--- src/rtl/rf_exec_sequencer.sv ---
// rtl/rf_exec_sequencer.sv - execute/writeback sequencer for the 4x32 2R1W register file
// Optional shift-add multiplier built when RF_EXEC_MUL_EN is defined; otherwise opcode 110 is illegal.
module rf_exec_sequencer #(
    parameter int DATA_W = 32,
    parameter int ADDR_W = 2
) (
    input  logic              clk,
    input  logic              reset,
    input  logic              in_valid,
    output logic              in_ready,
    input  logic [2:0]        in_op,
    input  logic [ADDR_W-1:0] in_rd,
    input  logic [ADDR_W-1:0] in_rs1,
    input  logic [ADDR_W-1:0] in_rs2,
    output logic [ADDR_W-1:0] rf_raddr1,
    output logic [ADDR_W-1:0] rf_raddr2,
    input  logic [DATA_W-1:0] rf_rdata1,
    input  logic [DATA_W-1:0] rf_rdata2,
    output logic [ADDR_W-1:0] rf_waddr,
    output logic [DATA_W-1:0] rf_wdata,
    output logic              rf_we,
    output logic              busy,
    output logic              done,
    output logic              err,
    output logic [DATA_W-1:0] last_result
);

    localparam logic [2:0] OP_ADD = 3'b000;
    localparam logic [2:0] OP_SUB = 3'b001;
    localparam logic [2:0] OP_AND = 3'b010;
    localparam logic [2:0] OP_OR  = 3'b011;
    localparam logic [2:0] OP_XOR = 3'b100;
    localparam logic [2:0] OP_SLL = 3'b101;
    localparam logic [2:0] OP_MUL = 3'b110;

    // S_ARM loads the write-port flops so that S_WB presents a clean, purely registered strobe.
    typedef enum logic [2:0] {
        S_IDLE = 3'd0,
        S_READ = 3'd1,
        S_EXEC = 3'd2,
        S_MUL  = 3'd3,
        S_ARM  = 3'd4,
        S_WB   = 3'd5
    } state_t;

    state_t state_q, state_d;

    logic [2:0]        op_q;
    logic [ADDR_W-1:0] rd_q;
    logic [ADDR_W-1:0] rf_raddr1_q, rf_raddr2_q;
    logic [DATA_W-1:0] op1_q, op2_q;
    logic [DATA_W-1:0] result_q;
    logic [ADDR_W-1:0] rf_waddr_q;
    logic [DATA_W-1:0] rf_wdata_q;
    logic              rf_we_q;
    logic              err_q;
    logic [DATA_W-1:0] last_result_q;
    logic [DATA_W-1:0] alu_d;
    logic              illegal_op;

`ifdef RF_EXEC_MUL_EN
    localparam int CNT_W = $clog2(DATA_W);
    localparam logic [CNT_W-1:0] CNT_LAST = CNT_W'(DATA_W - 1);

    logic [DATA_W-1:0] mcand_q, mplier_q;
    logic [CNT_W-1:0]  cnt_q;
`endif

    always_comb begin
        illegal_op = 1'b0;
        if (op_q == 3'b111) begin
            illegal_op = 1'b1;
        end
`ifndef RF_EXEC_MUL_EN
        if (op_q == OP_MUL) begin
            illegal_op = 1'b1;
        end
`endif
    end

    // MUL yields zero here so the accumulator starts cleared when EXEC loads result_q.
    always_comb begin
        alu_d = '0;
        case (op_q)
            OP_ADD:  alu_d = op1_q + op2_q;
            OP_SUB:  alu_d = op1_q - op2_q;
            OP_AND:  alu_d = op1_q & op2_q;
            OP_OR:   alu_d = op1_q | op2_q;
            OP_XOR:  alu_d = op1_q ^ op2_q;
            OP_SLL:  alu_d = op1_q << op2_q[4:0];
            default: alu_d = '0;
        endcase
    end

    always_ff @(posedge clk) begin
        if (reset) begin
            state_q <= S_IDLE;
        end else begin
            state_q <= state_d;
        end
    end

    always_comb begin
        state_d = state_q;
        case (state_q)
            S_IDLE: begin
                if (in_valid) begin
                    state_d = S_READ;
                end
            end
            S_READ: begin
                state_d = illegal_op ? S_IDLE : S_EXEC;
            end
            S_EXEC: begin
`ifdef RF_EXEC_MUL_EN
                state_d = (op_q == OP_MUL) ? S_MUL : S_ARM;
`else
                state_d = S_ARM;
`endif
            end
`ifdef RF_EXEC_MUL_EN
            S_MUL: begin
                if (cnt_q == CNT_LAST) begin
                    state_d = S_ARM;
                end
            end
`endif
            S_ARM:   state_d = S_WB;
            S_WB:    state_d = S_IDLE;
            default: state_d = S_IDLE;
        endcase
    end

    always_ff @(posedge clk) begin
        if (reset) begin
            op_q          <= '0;
            rd_q          <= '0;
            rf_raddr1_q   <= '0;
            rf_raddr2_q   <= '0;
            op1_q         <= '0;
            op2_q         <= '0;
            result_q      <= '0;
            rf_waddr_q    <= '0;
            rf_wdata_q    <= '0;
            rf_we_q       <= 1'b0;
            err_q         <= 1'b0;
            last_result_q <= '0;
        end else begin
            if (state_q == S_IDLE && in_valid) begin
                op_q        <= in_op;
                rd_q        <= in_rd;
                rf_raddr1_q <= in_rs1;
                rf_raddr2_q <= in_rs2;
            end
            if (state_q == S_READ) begin
                op1_q <= rf_rdata1;
                op2_q <= rf_rdata2;
            end
            err_q <= (state_q == S_READ) && illegal_op;
            if (state_q == S_EXEC) begin
                result_q <= alu_d;
            end
`ifdef RF_EXEC_MUL_EN
            if (state_q == S_MUL && mplier_q[0]) begin
                result_q <= result_q + mcand_q;
            end
`endif
            rf_we_q <= (state_q == S_ARM);
            if (state_q == S_ARM) begin
                rf_waddr_q <= rd_q;
                rf_wdata_q <= result_q;
            end
            if (state_q == S_WB) begin
                last_result_q <= rf_wdata_q;
            end
        end
    end

`ifdef RF_EXEC_MUL_EN
    always_ff @(posedge clk) begin
        if (reset) begin
            mcand_q  <= '0;
            mplier_q <= '0;
            cnt_q    <= '0;
        end else if (state_q == S_EXEC) begin
            mcand_q  <= op1_q;
            mplier_q <= op2_q;
            cnt_q    <= '0;
        end else if (state_q == S_MUL) begin
            mcand_q  <= mcand_q << 1;
            mplier_q <= mplier_q >> 1;
            cnt_q    <= cnt_q + 1'b1;
        end
    end
`endif

    // in_ready is masked by reset so every output reads zero while reset is held.
    assign in_ready    = (state_q == S_IDLE) && !reset;
    assign busy        = (state_q != S_IDLE);
    assign rf_raddr1   = rf_raddr1_q;
    assign rf_raddr2   = rf_raddr2_q;
    assign rf_waddr    = rf_waddr_q;
    assign rf_wdata    = rf_wdata_q;
    assign rf_we       = rf_we_q;
    assign done        = rf_we_q;
    assign err         = err_q;
    assign last_result = last_result_q;

endmodule
--- config.mk ---
export PLATFORM = sky130hd
export DESIGN_NAME = rf_exec_sequencer
export DESIGN_NICKNAME = d
export VERILOG_FILES = /design/src/rtl/rf_exec_sequencer.sv
export SDC_FILE = /design/constraint.sdc
export NUM_CORES = 1
export LEC_CHECK = 0
export BUFFER_PORTS_ARGS = -buffer_cell sky130_fd_sc_hd__buf_2
export CORE_MARGIN = 5
export CORE_UTILIZATION = 44
export CTS_CLUSTER_DIAMETER = 100
export CTS_CLUSTER_SIZE = 40
export DETAILED_ROUTE_END_ITERATION = 10
export PLACE_DENSITY = 0.7
export SYNTH_ARGS = -nofsm -noshare
export SYNTH_HDL_FRONTEND = slang
export SYNTH_SLANG_ARGS = --single-unit
export TNS_END_PERCENT = 100
--- constraint.sdc ---
create_clock -name clk -period 7.39 [get_ports clk]
set_input_delay 1.478 -clock clk [delete_from_list [all_inputs] [get_ports clk]]
set_output_delay 1.478 -clock clk [all_outputs]
set_load 0.005 [all_outputs]
# ---- Yosys cells after proc, flatten, opt, wreduce, memory -nomap -nowiden
# Index checks and enable logic that the tools add are counted.
dict set report op_classes {
  bitwise_logic 3
  shifts 1
  add_sub_neg 2
  n_eq_ne 12
  n_reduce_logical 7
  n_mux 6
}
# operator count
set ops {}
lappend ops {{32-bit case mux with 6 select lines} 1}
lappend ops {{32-bit adder} 1}
lappend ops {{32-bit AND} 1}
lappend ops {{32-bit OR} 1}
lappend ops {{32-bit by 5-bit << shifter with 32-bit output} 1}
lappend ops {{32-bit subtractor} 1}
lappend ops {{32-bit bitwise XOR} 1}
lappend ops {{3-bit == test, second input constant} 6}
lappend ops {{3-bit case mux with 4 select lines} 1}
lappend ops {{3-bit by 2-bit == test with 1-bit output, second input constant} 3}
lappend ops {{3-bit by 1-bit == test with 1-bit output, second input constant} 2}
lappend ops {{3-bit zero test} 2}
lappend ops {{1-bit logical AND} 3}
lappend ops {{3-bit two-way mux} 1}
lappend ops {{3-bit nonzero test} 1}
lappend ops {{1-bit two-way mux} 2}
lappend ops {{2-bit two-way mux} 1}
lappend ops {{2-bit != test, second input constant} 1}
lappend ops {{1-bit zero test} 1}
dict set report totals {
  elab_cells 44
  inputBits 76
  out_inout_bits 75
  ff_bits 176
}

# ---- Longest topological paths before layout
# Gate-level depths: netlist of run 1.
dict set report logic_depth {
  word_depth 5
  mapped_depth 22
  depth_no_buf 18
}

# ---- Least setup slack after synthesis of run 1
# No wires, ideal clock.
dict set report synth_timing {
  path_type {flip-flop to flip-flop}
  start {register op2_q[0]}
  end {register result_q[21]}
  required_ns 7.299
  n_path_buf 3
  arrival_time_ns 4.354
  path_stages_with_launch 19
  setup_ns 0.091
  setup_slack_ns 2.945
  period_less_slack_ns 4.445
  path_cell_list {dfxtp_1 > clkbuf_1 > buf_1 > buf_1 > inv_1 > ha_1 > nand2_1 > o21ai_0 > xnor2_1 > ha_1 > o211ai_1 > a21oi_1 > nor2_1 > o31ai_1 > a2111oi_0 > o21ai_0 > a21boi_0 > or3_1 > a311oi_1}
}
dict set report synth_between {
  elab_chain_len 2
  word_cells_on_any_way 4
  cone_classes {add/sub: 2; shift: 1; mux: 1}
}
# element line
set synth_rtl {}
lappend synth_rtl {{start, declared} 51} ;# logic [DATA_W-1:0] op1_q, op2_q;
lappend synth_rtl {{start signal, assigned} 157} ;# op2_q <= rf_rdata2;
lappend synth_rtl {{32-bit subtractor, or another cell as far along} 86} ;# OP_SUB: alu_d = op1_q - op2_q;
lappend synth_rtl {{32-bit case mux with 6 select lines *} 84} ;# case (op_q)
lappend synth_rtl {{end signal, assigned} 161} ;# result_q <= alu_d;
lappend synth_rtl {{end, declared} 52} ;# logic [DATA_W-1:0] result_q;
# Mark *: on every way between the ends. The rest lies on a longest branch, timed or not.
# A chain may end at the register's enable or synchronous reset.

# ---- Worst setup path after layout of run 1
dict set report layout_timing {
  start {register op_q[1]}
  end {register result_q[21]}
}
dict set report layout_between {
  elab_chain_len 2
  word_cells_on_any_way 7
  cone_classes {eq/ne: 5; mux: 1; reduce/logical: 1}
}
# element line
set layout_rtl {}
lappend layout_rtl {{start, declared} 48} ;# logic [2:0] op_q;
lappend layout_rtl {{start signal, assigned} 150} ;# op_q <= in_op;
lappend layout_rtl {{3-bit == test, or another cell as far along} 84}
lappend layout_rtl {{32-bit case mux with 6 select lines *} 84}
# Marks and branches as above.

==> impl_metrics.env, run 1 <==
export IMPL_synth_xor_area_share_pct=4.12
export IMPL_p_leak_nw=5.34
export IMPL_fp_coreArea_mm2=0.0261
export IMPL_yosys_top_cells_count="379 x nand2_1, 230 x a21oi_1, 176 x dfxtp_1, 97 x ha_1, 94 x clkbuf_1"
export IMPL_die_area_mm2=0.0299
export IMPL_grt_pass1_wl_um=60100
export IMPL_hold_class="flip-flop to flip-flop"
export IMPL_layout_drive_gt1_share_pct=13.6
export IMPL_drt_antenna_violating_nets=0
export IMPL_drt_iter0_markers=1019
export IMPL_synthTopCellsByArea="dfxtp_1 30%, nand2_1 12%, ha_1 10%"
export IMPL_clock_skew_final_ns=0.0166
export IMPL_synth_compound_area_share_pct=22.9
export IMPL_max_slew_margin_pct=21.8
export IMPL_maxClockFrequency_mhz=190
export IMPL_synth_main_ff_cell="dfxtp_1"
export IMPL_initial_core_util_pct=44.7
export IMPL_endpoint_kind="flip-flop"
export IMPL_period_needed_ns=5.27
export IMPL_rows=59
export IMPL_async_flop_share_pct=0
export IMPL_cts_sinks=176
export IMPL_syn_nets=1770
export IMPL_r2r_cells=15
export IMPL_fill_cells=2682
export IMPL_final_cells=2019
export IMPL_holdPathStages=2
export IMPL_place_worst_setup_slack_ns=2.33
export IMPL_tns_ns=0
export IMPL_yosysSeqAreaShare_pct=30.2
export IMPL_holdPathEnd="last_result[9]"
export IMPL_grt_total_usage_pct=24.7
export IMPL_die_w_um=173
export IMPL_final_area_mm2=0.0131
export IMPL_synth_simple_area_share_pct=20.6
export IMPL_r2r_start="op_q[1]"
export IMPL_synth_fa_ha_area_share_pct=10.6
export IMPL_die_y_um=173
export IMPL_vias=11538
export IMPL_remaining_drc_errors=0
export IMPL_cts_tree="done"
export IMPL_ys_warn_count=0
export IMPL_syn_area_mm2=0.0117
export IMPL_finalMaxSlewViolations=0
export IMPL_grt_overflow_total=0
export IMPL_clkLatencyLatePin_ns=0.43
export IMPL_synth_cell_types=67
export IMPL_syn_avg_cell_area_um2=7.32
export IMPL_nets=1846
export IMPL_cts_root_buf="clkbuf_16"
export IMPL_run_status="completed"
export IMPL_first_global_vias=10767
export IMPL_synth_top_area_share_pct=30.2
export IMPL_area_delta_synth_final_pct=12.4
export IMPL_io_pins=151
export IMPL_synth_seq_cells=176
export IMPL_vdd_drop_max_mv=0.117
export IMPL_synth_top_cell_by_area="dfxtp_1"
export IMPL_dp_cells=1988
export IMPL_worst_slack_ns=2.12
export IMPL_synth_edf_count=0
export IMPL_wire_per_inst_um=19.1
export IMPL_reg2reg_slack_ns=2.12
export IMPL_h_tree_depth=4
export IMPL_hold_start="last_result[9]"
export IMPL_cts_setup_buffers=0
export IMPL_whs_ns=0.451
export IMPL_synth_cells=1596
export IMPL_gp_congestion=0.985
export IMPL_clkTransAtPathRegs_ns=0.07
export IMPL_rsz0062_at_grt="no"
export IMPL_routed_wl_um=38500
export IMPL_cp_arrival_ns=5.61
export IMPL_finalSetupViolations=0
export IMPL_antenna_found_initial=2
export IMPL_worstSetupPathType="flip-flop to flip-flop"
export IMPL_postCtsHoldBufs=0
export IMPL_cts_buffers=17
export IMPL_dp_hpwl_um=28200
export IMPL_worst_path_max_fanout=15
export IMPL_power_density_mw_per_mm2=213
export IMPL_synth_top_family_by_area="compound AO/OA/AOI/OAI gates"
export IMPL_antenna_cells=0
export IMPL_grt_start_max_net_pins=92
export IMPL_start_kind="flip-flop"
export IMPL_cap_viol_max_count=0
export IMPL_synthMuxAreaShare_pct=5.21
export IMPL_hold_viol_final=0
export IMPL_r2r_end="result_q[21]"
export IMPL_clockBufferDepth=2
export IMPL_first_pass_iters=6
export IMPL_finalCritPeriodShare_pct=71.3
export IMPL_tightest_slew_ns=1.17
export IMPL_post_synth_top_count_cell="nand2_1"
export IMPL_io_buffers=150
export IMPL_via_per_inst=5.71
export IMPL_dpl_cell_area_mm2=0.0126
export IMPL_critPathRequiredTime_ns=7.73
export IMPL_cts_resized=0
==> how the worst max path moves through the flow <==
stage	to	from	cells past startpoint	slack (ns)
after CTS	result_q[21]	op_q[1]	15	2.20
after floorplan	result_q[21]	op2_q[0]	18	2.94
final	result_q[21]	op_q[1]	15	2.12
after global routing	result_q[21]	op_q[2]	15	1.72
after detailed placement	result_q[28]	op2_q[3]	16	2.33
after global placement	result_q[21]	op_q[2]	15	2.40
==> flip-flops by register name, indices dropped and copies added (netlist names) <==
name	flops
rf_raddr2	2
rf_raddr1	2
rf_waddr	2
rd_q	2
op_q	3
rf_wdata	32
state_q	3
op1_q	32
result_q	32
err	1
op2_q	32
last_result	32
done	1
==> cell families after synthesis <==
logic type / after synthesis
muxes: 56
and+or+nand+nor: 575
DFF: 176
AOI/OAI and AO/OA: 441
buffers and inverters: 195
adders and majority gates: 98
xor gates and xnor gates: 55
==> metal layers <==
| layer | GRT usage (%) | vias up | part of all wire (%) |
|---|---|---|---|
| li1 | - | 5646 | - |
| met1 | 35.3 | 5360 | 47 |
| met2 | 37.8 | 468 | 43 |
| met3 | 5.68 | 60 | 8.4 |
| met4 | 6.19 | 4 | 1.8 |
| met5 | 0 | - | 0.068 |
==> worst max-delay path: stages (launching register included) <==
cell       delay (ns)
dfxtp_1          0.31
buf_4            0.18
nor2_1           0.88
and2_1           0.59
nor2_1           0.12
xnor2_1          0.15
ha_1             0.36
o211ai_1         0.12
a21oi_1          0.24
nor2_1           0.09
o31ai_1          0.53
a2111oi_0        0.29
o21ai_0          0.55
a21boi_0         0.23
or3_1            0.34
a311oi_1         0.20
==> layout make-up <==
cell class / instances / area, µm² / share of cell area (%)
Clock buffer: 17 / 425 / 3.24
Clock inverter: 14 / 145 / 1.11
Inverter: 84 / 315 / 2.40
Multi-Input combinational cell: 1225 / 7410 / 56.5
Sequential cell: 176 / 3530 / 26.8
Tap cell: 335 / 419 / 3.19
Timing Repair Buffer: 168 / 888 / 6.76
==> layout by cell type, fill, tap and decap left out, drive strengths merged, types with 9 or more instances in the layout <==
master,Yosys,layout
nor2,91,91
nor3,28,28
a221o,13,13
nand2,379,379
nand4,9,9
ha,97,97
xnor2,48,48
nand3,16,16
inv,84,90
a31oi,12,12
dfxtp,176,176
nand2b,10,10
a221oi,18,18
a21oi,230,230
o21ai,66,66
clkbuf,95,17
mux2i,45,45
a211oi,13,13
buf,15,168
o211ai,20,20
a22oi,9,9
==> stage by stage <==
stage               power (W)  utilization, %
CTS                   0.00280            50.3
finish                0.00280            50.3
detailed placement    0.00189            48.1
global route          0.00294            50.3
floorplan             0.00165               -
global placement      0.00189            48.1
==> power by group <==
group,leakage [nW],switching [W],internal [W]
Sequential,1.43,0.0000502,0.000984
Clock,0.267,0.000456,0.000448
Combinational,3.65,0.000544,0.000319
Total,5.34,0.00105,0.00175
Note: power is estimated with default switching activity, not from simulation.
==> run 2: changes to the inputs <==
==> constraint.sdc (replaced) <==
create_clock -name clk -period 5.4 [get_ports clk]
set_input_delay 1.08 -clock clk [delete_from_list [all_inputs] [get_ports clk]]
set_output_delay 1.08 -clock clk [all_outputs]
set_load 0.005 [all_outputs]
==> impl_metrics.env, run 2 (synthesis gave the netlist of run 1 again) <==
export IMPL_first_pass_iters=6
export IMPL_antenna_cells=0
export IMPL_period_needed_ns=4.81
export IMPL_place_worst_setup_slack_ns=0.643
export IMPL_initial_core_util_pct=44.7
export IMPL_clkPwrFrac_pct=32.8
export IMPL_rows=59
export IMPL_io_buffers=150
export IMPL_hold_class="flip-flop to flip-flop"
export IMPL_routed_wl_um=38600
export IMPL_dp_cells=1993
export IMPL_max_slew_margin_pct=20.0
export IMPL_cts_setup_buffers=0
export IMPL_tns_ns=0
export IMPL_clockBufferDepth=2
export IMPL_final_cells=2025
export IMPL_area_delta_synth_final_pct=13.0
export IMPL_dp_hpwl_um=28700
export IMPL_hold_viol_final=0
export IMPL_grt_total_usage_pct=25.2
export IMPL_vias=11548
export IMPL_crit_start="op2_q[5]"
export IMPL_remaining_drc_errors=0
export IMPL_layout_drive_gt1_share_pct=13.9
export IMPL_fp_coreArea_mm2=0.0261
export IMPL_mostFrequentLayoutCells="379 x nand2_1, 230 x a21oi_1, 174 x dfxtp_1, 149 x buf_2, 97 x ha_1"
export IMPL_r2r_cells=16
export IMPL_power_density_mw_per_mm2=293
export IMPL_grt_pass1_wl_um=61600
export IMPL_r2r_end="result_q[28]"
export IMPL_cts_sinks=176
export IMPL_wire_per_inst_um=19.1
export IMPL_reg2reg_slack_ns=0.59
export IMPL_internal_power_w=0.00241
export IMPL_first_global_vias=11058
export IMPL_cts_tree="done"
export IMPL_die_area_mm2=0.0299
export IMPL_endpoint_kind="flip-flop"
export IMPL_layout_commonest_cell="nand2_1"
export IMPL_finalSetupViolations=0
export IMPL_postCtsHoldBufs=0
export IMPL_nets=1851
export IMPL_clkTransAtPathRegs_ns=0.08
export IMPL_comb_power_share_pct=30.3
export IMPL_grt_overflow_total=0
export IMPL_h_tree_depth=4
export IMPL_clkLatencyLatePin_ns=0.44
export IMPL_switching_share_pct=37.6
export IMPL_cts_buffers=17
export IMPL_gp_congestion=0.981
export IMPL_hold_start="result_q[15]"
export IMPL_finalMaxSlewViolations=0
export IMPL_critPathRequiredTime_ns=5.76
export IMPL_cap_viol_max_count=0
export IMPL_io_pins=151
export IMPL_grt_start_max_net_pins=82
export IMPL_drt_antenna_violating_nets=0
export IMPL_cts_resized=0
export IMPL_worst_slack_ns=0.585
export IMPL_drt_iter0_markers=913
export IMPL_switching_power_w=0.00145
export IMPL_rsz0062_at_grt="no"
export IMPL_via_per_inst=5.70
export IMPL_setup_worst_path_end="result_q[28]"
export IMPL_worst_path_max_fanout=7
export IMPL_finalCritPeriodShare_pct=89.2
export IMPL_maxClockFrequency_mhz=208
export IMPL_start_kind="flip-flop"
export IMPL_die_y_um=173
export IMPL_worstSetupPathType="flip-flop to flip-flop"
export IMPL_cp_arrival_ns=5.18
export IMPL_die_w_um=173
export IMPL_r2r_start="op2_q[5]"
export IMPL_clock_skew_final_ns=0.0151
export IMPL_antenna_found_initial=0
export IMPL_vdd_drop_max_mv=0.169
export IMPL_p_leak_nw=5.39
export IMPL_run_status="completed"
export IMPL_cts_root_buf="clkbuf_16"
export IMPL_p_seq_share_pct=36.9
export IMPL_tightest_slew_ns=1.20
-- run 2: power by group through the flow --
stage | Clock, W | Combinational [W] | Sequential, W
detailed placement | 0 | 0.00114 | 0.00145
floorplan | 0 | 0.000845 | 0.00142
global route | 0.00135 | 0.00129 | 0.00143
global placement | 0 | 0.00113 | 0.00145
CTS | 0.00129 | 0.00115 | 0.00142
finish | 0.00127 | 0.00117 | 0.00142
-- run 2: how the worst min path moves through the flow --
stage	to	slack [ns]	depth (start not counted)
final	rf_wdata[15]	0.45	2
after global routing	last_result[22]	0.47	2
after CTS	rf_wdata[15]	0.45	2
after detailed placement	last_result[0]	0.45	2
after global placement	last_result[13]	0.44	2
after floorplan	rf_wdata[16]	0.43	2
-- run 2: final cells by class --
class	count	area, µm²
multi-input cells	1225	7410
flip-flops and latches	176	3530
clock inverters	15	166
fillers	2662	12900
repair buffers	173	926
inverters	84	315
clock buffers	17	425
well taps	335	419
-- run 2: stage by stage --
step                      util (%)  hold WS (ns)  total power (W)  instance area (µm²)
after floorplan                  -         0.429          0.00226                11700
after global placement        48.2         0.438          0.00258                12600
after detailed placement      48.2         0.445          0.00259                12600
after CTS                     50.5         0.453          0.00386                13200
after global routing          50.5         0.470          0.00407                13200
final                         50.5         0.451          0.00386                13200
-- run 2: worst max-delay path, cell delays in order (launching register included) --
cell and delay [ns]:
dfxtp_1 0.37, or4_1 0.57, or3_1 0.39, nand2b_1 0.18, nor2_1 0.26, nand3_1 0.12
buf_4 0.18, or3_1 0.39, o31ai_1 0.27, xnor2_1 0.12, ha_1 0.43, and3_1 0.25
nand4_1 0.14, o311ai_1 0.36, a21oi_1 0.20, or4_1 0.42, a31oi_1 0.13
-- run 2: per-layer routing --
metal	routed length (µm)	global-route usage, %	share of wire [%]
met5	0	0	0
met4	845	7.82	2.2
met3	3280	5.17	8.5
met2	16300	38.0	42
met1	18200	36.3	47
==> run 3: changes to the inputs <==
==> constraint.sdc (replaced) <==
create_clock -name clk -period 6.1 [get_ports clk]
set_input_delay 1.22 -clock clk [delete_from_list [all_inputs] [get_ports clk]]
set_output_delay 1.22 -clock clk [all_outputs]
set_load 0.005 [all_outputs]
==> impl_metrics.env, run 3 (synthesis gave the netlist of run 1 again) <==
export IMPL_run_status="completed"
export IMPL_cts_resized=0
export IMPL_worstSetupPathType="flip-flop to flip-flop"
export IMPL_drt_iter0_markers=1076
export IMPL_wire_per_inst_um=19.0
export IMPL_max_slew_margin_pct=20.8
export IMPL_cts_tree="done"
export IMPL_cp_arrival_ns=5.30
export IMPL_cts_buffers=17
export IMPL_tightest_slew_ns=1.18
export IMPL_die_y_um=173
export IMPL_r2r_start="op2_q[5]"
export IMPL_via_per_inst=5.68
export IMPL_final_area_mm2=0.0132
export IMPL_mostFrequentLayoutCells="379 x nand2_1, 230 x a21oi_1, 174 x dfxtp_1, 149 x buf_2, 97 x ha_1"
export IMPL_initial_core_util_pct=44.7
export IMPL_drt_antenna_violating_nets=0
export IMPL_io_buffers=150
export IMPL_tns_ns=0
export IMPL_period_needed_ns=4.93
export IMPL_worst_slack_ns=1.17
export IMPL_area_delta_synth_final_pct=13.0
export IMPL_finalCritPeriodShare_pct=80.8
export IMPL_remaining_drc_errors=0
export IMPL_start_kind="flip-flop"
export IMPL_h_tree_depth=4
export IMPL_place_worst_setup_slack_ns=1.24
export IMPL_worst_path_max_fanout=7
export IMPL_hold_viol_final=0
export IMPL_finalSetupViolations=0
export IMPL_p_leak_nw=5.38
export IMPL_die_area_mm2=0.0299
export IMPL_cts_setup_buffers=0
export IMPL_cts_sinks=176
export IMPL_die_w_um=173
export IMPL_final_cells=2022
export IMPL_routed_wl_um=38500
export IMPL_holdPathStages=2
export IMPL_postCtsHoldBufs=0
export IMPL_io_pins=151
export IMPL_reg2reg_slack_ns=1.17
export IMPL_maxClockFrequency_mhz=203
export IMPL_power_density_mw_per_mm2=264
export IMPL_grt_start_max_net_pins=91
export IMPL_dpl_cell_area_mm2=0.0126
export IMPL_grt_total_usage_pct=24.7
export IMPL_clockBufferDepth=2
export IMPL_hold_start="last_result[1]"
export IMPL_layout_commonest_cell="nand2_1"
export IMPL_finalMaxSlewViolations=0
export IMPL_rsz0062_at_grt="no"
export IMPL_r2r_cells=15
export IMPL_critPathRequiredTime_ns=6.47
export IMPL_cts_root_buf="clkbuf_16"
export IMPL_clkTransAtPathRegs_ns=0.08
export IMPL_gp_congestion=0.968
export IMPL_cap_viol_max_count=0
export IMPL_fp_coreArea_mm2=0.0261
export IMPL_dp_cells=1989
export IMPL_clock_skew_final_ns=0.0168
export IMPL_grt_overflow_total=0
export IMPL_layout_drive_gt1_share_pct=13.7
export IMPL_first_pass_iters=6
export IMPL_dp_hpwl_um=28100
export IMPL_grt_pass1_wl_um=60300
export IMPL_hold_class="flip-flop to flip-flop"
export IMPL_clkLatencyLatePin_ns=0.44
export IMPL_holdPathEnd="last_result[1]"
export IMPL_antenna_found_initial=1
export IMPL_r2r_end="result_q[28]"
export IMPL_rows=59
export IMPL_first_global_vias=10612
export IMPL_endpoint_kind="flip-flop"
export IMPL_fill_cells=2679
export IMPL_vias=11477
export IMPL_vdd_drop_max_mv=0.171
export IMPL_nets=1847
-- run 3: area by class of cell --
cell class / instances / area [µm²] / area share [%]
multi-input cells: 1225 / 7410 / 56.2
flip-flops and latches: 176 / 3530 / 26.7
repair buffers: 169 / 896 / 6.79
clock buffers: 17 / 425 / 3.22
well taps: 335 / 419 / 3.18
inverters: 84 / 315 / 2.39
clock inverters: 15 / 203 / 1.54
diodes: 1 / 2.50 / 0.0190
-- run 3: worst max path at each step --
stage | slack (ns) | depth (start not counted) | from | to
detailed placement | 1.24 | 15 | op2_q[5] | result_q[28]
finish | 1.17 | 15 | op2_q[5] | result_q[28]
floorplan | 1.65 | 18 | op2_q[0] | result_q[21]
global placement | 1.37 | 18 | op2_q[5] | result_q[31]
global route | 0.88 | 16 | op2_q[5] | result_q[28]
CTS | 1.21 | 15 | op2_q[5] | result_q[28]
-- run 3: routing by layer --
metal / routed length [µm] / global-route usage (%)
met5: 0 / 0
met4: 789 / 6.92
met3: 2880 / 4.02
met1: 18500 / 36.7
met2: 16300 / 36.9
-- run 3: power by group --
group,switching [W],internal (W)
logic,0.000645,0.000387
registers,0.0000677,0.00119
clock network,0.000599,0.000600
total,0.00131,0.00218
-- run 3: critical path, cell delays in order, from the launching register on --
cell and delay, ns:
dfxtp_1 0.38, or4_1 0.58, or3_1 0.37, nand2b_1 0.18, nor2_1 0.28, nand3_1 0.29, or3_1 0.46, o31ai_1 0.28
xnor2_1 0.11, ha_1 0.41, and3_1 0.24, nand4_1 0.14, o311ai_1 0.39, a21oi_1 0.19, or4_1 0.42, a31oi_1 0.14
-- run 3: stage by stage --
stage / utilization [%] / power, W / hold slack [ns]
floorplan: - / 0.00200 / 0.429
global placement: 48.1 / 0.00227 / 0.438
detailed placement: 48.1 / 0.00228 / 0.443
CTS: 50.5 / 0.00348 / 0.453
global route: 50.5 / 0.00364 / 0.467
finish: 50.5 / 0.00349 / 0.452
